`config.mk`:
```
export PLATFORM = sky130hd
export DESIGN_NAME = universal_shift_register
export DESIGN_NICKNAME = d
export VERILOG_FILES = /design/src/rtl/universal_shift_register.sv
export SDC_FILE = /design/constraint.sdc
export NUM_CORES = 1
export LEC_CHECK = 0
export CORE_ASPECT_RATIO = 0.7
export CORE_MARGIN = 1
export CORE_UTILIZATION = 30
export DETAILED_ROUTE_END_ITERATION = 12
export SLEW_MARGIN = 20
export SYNTH_ARGS = -nofsm -noshare
export SYNTH_HDL_FRONTEND = slang
export SYNTH_SLANG_ARGS = --single-unit
export TNS_END_PERCENT = 30
```
`constraint.sdc`:
```
create_clock -name clk -period 1.7 [get_ports clk]
set_input_delay 0.17 -clock clk [delete_from_list [all_inputs] [get_ports clk]]
set_output_delay 0.17 -clock clk [all_outputs]
set_load 0.01 [all_outputs]
```
`src/rtl/universal_shift_register.sv`:
```
// WIDTH-bit universal shift register: shift/rotate/load/clear per enabled edge,
// plus an auto-burst engine that repeats one shift/rotate COUNT times.
module universal_shift_register #(
  parameter int unsigned WIDTH = 8,
  parameter int unsigned CNT_W = 4
) (
  input  logic             clk,
  input  logic             RST,
  input  logic             EN,
  input  logic [2:0]       MODE,
  input  logic [WIDTH-1:0] D,
  input  logic             SIN_MSB,
  input  logic             SIN_LSB,
  input  logic             START,
  input  logic [CNT_W-1:0] COUNT,
  output logic [WIDTH-1:0] Q,
  output logic             SOUT_LSB,
  output logic             SOUT_MSB,
  output logic             BUSY,
  output logic             DONE
);

  typedef enum logic {
    IDLE,
    BURST
  } state_t;

  typedef enum logic [2:0] {
    OP_HOLD = 3'b000,
    OP_SHR  = 3'b001,
    OP_SHL  = 3'b010,
    OP_ROR  = 3'b011,
    OP_ROL  = 3'b100,
    OP_LOAD = 3'b101,
    OP_CLR  = 3'b110,
    OP_RSVD = 3'b111
  } op_t;

  state_t           state_q, state_d;
  op_t              op_q, op_d;
  op_t              op_sel;
  logic [WIDTH-1:0] q_q, q_d;
  logic [WIDTH-1:0] op_result;
  logic [CNT_W-1:0] cnt_q, cnt_d;
  logic             done_q, done_d;
  logic             burst_mode;

  assign burst_mode = (MODE >= 3'd1) && (MODE <= 3'd4);

  // While bursting, the latched operation replaces the live MODE input.
  assign op_sel = (state_q == BURST) ? op_q : op_t'(MODE);

  always_comb begin
    op_result = q_q;
    case (op_sel)
      OP_SHR:  op_result = {SIN_MSB, q_q[WIDTH-1:1]};
      OP_SHL:  op_result = {q_q[WIDTH-2:0], SIN_LSB};
      OP_ROR:  op_result = {q_q[0], q_q[WIDTH-1:1]};
      OP_ROL:  op_result = {q_q[WIDTH-2:0], q_q[WIDTH-1]};
      OP_LOAD: op_result = D;
      OP_CLR:  op_result = '0;
      default: op_result = q_q;
    endcase
  end

  always_comb begin
    state_d = state_q;
    q_d     = q_q;
    cnt_d   = cnt_q;
    op_d    = op_q;
    done_d  = 1'b0;
    if (EN) begin
      case (state_q)
        IDLE: begin
          if (START && burst_mode) begin
            if (COUNT == '0) begin
              done_d = 1'b1;
            end else begin
              q_d   = op_result;
              op_d  = op_t'(MODE);
              cnt_d = COUNT - CNT_W'(1);
              if (COUNT == CNT_W'(1)) done_d = 1'b1;
              else                    state_d = BURST;
            end
          end else begin
            q_d = op_result;
          end
        end
        BURST: begin
          q_d   = op_result;
          cnt_d = cnt_q - CNT_W'(1);
          if (cnt_q == CNT_W'(1)) begin
            done_d  = 1'b1;
            state_d = IDLE;
          end
        end
        default: state_d = IDLE;
      endcase
    end
  end

  always_ff @(posedge clk) begin
    if (RST) begin
      state_q <= IDLE;
      q_q     <= '0;
      cnt_q   <= '0;
      op_q    <= OP_HOLD;
      done_q  <= 1'b0;
    end else begin
      state_q <= state_d;
      q_q     <= q_d;
      cnt_q   <= cnt_d;
      op_q    <= op_d;
      done_q  <= done_d;
    end
  end

  assign Q        = q_q;
  assign SOUT_LSB = q_q[0];
  assign SOUT_MSB = q_q[WIDTH-1];
  assign BUSY     = (state_q == BURST);
  assign DONE     = done_q;

endmodule

```
### Word level (Yosys, flattened, before mapping)

Cells that the tools add are included.

| storage, ports and cells | value |
|---|---|
| register bits after elaboration | 17 |
| input port bits | 21 |

| cells by class | value |
|---|---|
| $add $sub $neg | 2 |
| magnitude comparators | 2 |
| equality and inequality tests | 11 |
| muxes and demuxes | 18 |
| bitwise operators | 3 |
| reduce and logical (&&, ||, !) cells | 7 |

Operators by type and width:

| kind | count |
|---|---|
| one-hot mux 8 bit (6 select lines) | 1 |
| two-way mux 8 bit | 2 |
| one-hot mux 8 bit (2 select lines) | 1 |
| equality test 3 bit, second input constant | 3 |
| equality test 4 x 1 -> 1 bit, second input constant | 2 |
| two-way mux 1 bit | 8 |
| two-way mux 4 bit | 2 |
| one-hot mux 4 bit (2 select lines) | 1 |
| subtractor 4 x 1 -> 4 bit, second input constant | 2 |
| equality test 3 x 2 -> 1 bit, second input constant | 2 |
| zero test 4 bit | 1 |
| != test 2 bit, second input constant | 2 |
| one-hot mux 1 bit (2 select lines) | 2 |
| AND reduction 4 bit | 1 |
| equality test 3 x 1 -> 1 bit, second input constant | 1 |
| greater-or-equal comparator 3 x 1 -> 1 bit, second input constant | 1 |
| less-or-equal comparator 3 bit, second input constant | 1 |
| two-way mux 3 bit | 1 |
| != test 3 bit, second input constant | 1 |
| NOT 1 bit | 3 |
| AND reduction 3 bit | 1 |
| logical AND 1 bit | 2 |
| AND reduction 2 bit | 1 |
| OR reduction 2 bit | 1 |

### Depth between registers and ports, before layout

| logic depth | value |
|---|---|
| depth after elaboration | 6 |
| depth in mapped cells | 7 |
| gate-level depth less buffers | 6 |

### Worst setup path after synthesis

OpenSTA, ideal clock, no wires.

| timing | value |
|---|---|
| path kind | register -> register |
| start point | register state_q (netlist: BUSY) |
| end point | register q_q[1] (netlist: Q[1]) |
| library setup time | 0.091 ns |
| arrival time | 1.799 ns |
| required time | 1.609 ns |
| slack | -0.190 ns |
| cell stages (with the launch flop) | 6 |
| path buffers | 1 |
| cell sequence | dfxtp_1 > buf_6 > mux2_2 > nor3_1 > a22oi_1 > a311oi_1 |

| on the way | value |
|---|---|
| longest elaborated chain between the ends | 6 |
| elaborated cells between the ends (all ways) | 14 |

Ends and longest elaborated chain:

| element | line | text |
|---|---|---|
| start: declaration | 39 | `state_t state_q, state_d;` |
| start signal: assignment | 110 | `state_q <= state_d;` |
| two-way mux 3 bit | 51 | `assign op_sel = (state_q == BURST) ? op_q : op_t'(MODE);` |
| equality test 3 bit (tied with other cells) | 55 | `case (op_sel)` |
| one-hot mux 8 bit (6 select lines) | 55 |  |
| two-way mux 8 bit | 76 | `if (COUNT == '0) begin` |
| two-way mux 8 bit | 75 | `if (START && burst_mode) begin` |
| one-hot mux 8 bit (2 select lines) | 73 | `case (state_q)` |
| end signal: assignment | 111 | `q_q <= q_d;` |
| end: declaration | 42 | `logic [WIDTH-1:0] q_q, q_d;` |

Several ways; a longest one is shown, not always the timed one. The select of a mux whose other input is x is not followed.
A chain may end at the register's enable or synchronous reset.

### Worst setup path in the final report

| timing | value |
|---|---|
| start point | register state_q (netlist: BUSY) |
| end point | register q_q[0] (netlist: Q[0]) |

The elaborated chain is that of the path after synthesis.

==> run summary <==
wire length per cell -> 15.9 um
Area Growth Syn to Fin -> 76.6%
sequential power share -> 0.361
vias in the first global route -> 1,268
Critical Path, Cell by Cell -> buf_4, mux2i_4, or3_4, and3_4, a311oi_2
Synthesized Nets -> 167
Slew Limit Fails -> 0
Cell variety after synth -> 40
Startpoint Class -> flip-flop
Num CTS Buffers -> 3
Max Used Layer -> met4
Final #Nets -> 233
top post-synthesis cells by area -> dfxtp_1, a31oi_1, ha_1
LEAKAGE -> 0.776 nW
clk_lat worst skew -> 260 ps
cell taking the most area after synthesis -> dfxtp_1
Logic pwr share -> 0.389
starting density of the core -> 0.323
Worst slew margin -> 0.766
CP Capture Type -> flip-flop
switching part of the total -> 0.328
outcome -> complete, but fails checks
Worst-path clk slew -> 70 ps
share of layout cells above drive strength 1 -> 0.364
I/O Buffers -> 32
Hold Crit Class -> input pin to flip-flop
CP max FO -> 8
min cycle time layout -> 1720 ps
failing checks -> negative setup slack
post-route clock period utilization -> 1.01
largest net degree at the start of global routing -> 16
WS Path Type -> flip-flop to flip-flop
Final HPWL DP -> 2760 um
final setup fails -> 3
antenna violations before repair -> 0
cell area after synthesis -> 0.00118 mm2
Longest Clk Path Bufs -> 2
DP Area -> 0.00179 mm2
Worst path max stage delay -> 420 ps
# IOs -> 33
Yosys warning count -> 0
post-synthesis sequential area ratio -> 0.288
Initial DRT Pass Iterations -> 4
number of synthesized flops with an enable pin -> 0
unrepaired setup endpoints after global routing -> true
Fmax -> 581 MHz
Root Buffer -> clkbuf_8
initial DRC count -> 46
Worst Tran Pin Value -> 344 ps
total global routing overflow -> 0
FILL cells -> 342
Vias -> 1,394
Pint -> 863 uW
CTS tree -> built
most frequent cell after synthesis -> dfxtp_1
gr usage total -> 0.186
switching power -> 422 uW
final hold slack -> 323 ps
ys async rst share -> 0
H-tree Lvls -> 1
Crit path arrival time -> 1890 ps
top-area cell type share of the netlist area -> 0.288
Top FF cell, synth -> dfxtp_1
first-pass GRT wire length -> 5890 um
ant diodes -> 0
Die Y -> 54.5 um
finished layout cell area -> 0.00208 mm2
CTS Sinks -> 17
Avg Synthesized Cell Area -> 8.37 um2
die area -> 0.00419 mm2
core region area -> 0.00365 mm2
routed vias/inst -> 5.45
M1 WL -> 2030 um
Yosys reg bits -> 17
dpl ws -> -247 ps
metal3 WL -> 146 um
final WL -> 4080 um
Die X -> 77.0 um
Post-Syn Instances -> 141
drt drc -> 0
routability cong. -> 0.838
Cell Pwr Density -> 617 mW/mm2
clock share of power -> 0.251
Tot Pwr -> 1.29 mW
Routed met2 length -> 1820 um
skew final -> 1.77 ps
setup ws final -> -21.6 ps
Max Cap Viol -> 0
Final Hold Fails -> 0
synth cell count leaders -> dfxtp_1, a21oi_1, a31oi_1, o21ai_0, nand3_1
Worst Path Required -> 1870 ps
slowest stage cell, crit path -> or3_4
antenna-violating nets left -> 0
Peak supply drop -> 322 uV
number of core rows -> 18
-- cells by family after synthesis --
group                    Yosys count  synth area share
AO/OA/AOI/OAI                     55             0.321
XOR/XNOR                           2            0.0148
adder cells (fa/ha/maj)            5            0.0530
buffers and inverters             16            0.0710
flip-flops                        17             0.288
multiplexers                       7            0.0615
AND/OR/NAND/NOR                   39             0.190
-- final timing paths --
path / slack [ps] / cells after the start / start / to
worst max register to register: -20 / 5 / BUSY / Q[0]
worst min-delay path: 320 / 3 / MODE[2] / op_q[2]
worst min register to register: 480 / 2 / cnt_q[3] / cnt_q[3]
worst max-delay path: -20 / 5 / BUSY / Q[0]
-- routing by layer --
metal,global-route usage,up-vias
li1,-,691
met1,0.252,669
met2,0.292,26
met4,0.0641,0
met3,0.0450,8
met5,0,-
-- critical path: cells and delay by family, from the launching register on --
kind,cells,cell delay [ps]
and+or+nand+nor,2,630
DFF,1,360
AOI/OAI and AO/OA,1,260
muxes,1,210
buffers and inverters,1,160
-- registers in the layout, summed over array words and instances (netlist names) --
register and flops:
op_q 3, cnt_q 4, DONE 1, Q 8, BUSY 1
-- layout by cell type (no fill, tap or decap), types with 4 or more instances in the layout --
cell type,netlist,routed
buf_4,2,31
clkdlybuf4s50_1,0,29
dfxtp_1,17,16
a21oi_1,10,10
o21ai_0,10,9
nand3_1,9,8
buf_6,2,8
inv_1,6,6
a31oi_1,10,6
a311oi_2,1,6
nand2_1,5,5
a22oi_2,0,4
ha_1,5,4
-- power by group through the flow --
stage | Clock, mW | Combinational, mW | Sequential, mW
floorplan | 0 | 0.206 | 0.470
global placement | 0 | 0.398 | 0.472
detailed placement | 0 | 0.402 | 0.473
CTS | 0.324 | 0.408 | 0.465
global route | 0.345 | 0.533 | 0.468
finish | 0.322 | 0.500 | 0.464
-- per-stage QoR --
| step | cells | utilization | setup TNS, ps |
|---|---|---|---|
| after floorplan | 141 | - | 0 |
| after CTS | 248 | 0.507 | -52.9 |
| after detailed placement | 244 | 0.491 | -2260 |
| after global placement | 244 | 0.491 | -2040 |
| after global routing | 256 | 0.571 | -304 |
| final | 256 | 0.571 | -28.4 |
-- cell type report --
class	count	area (um2)	share of cell area
multi-input cells	108	957	0.459
clock buffers	3	41.3	0.0198
repair buffers	71	651	0.312
well taps	50	62.6	0.0300
inverters	6	22.5	0.0108
flip-flops and latches	17	344	0.165
clock inverters	1	5.00	0.00240
-- repair_timing --
action | CTS | global route
gates resized for setup | 2 | 36
pin swaps | 0 | 11
setup endpoints to repair | 4 | 12
setup buffers | 0 | 9
hold endpoints to repair | 0 | 0
hold buffers | 0 | 0
(Power assumes the default switching activity.)
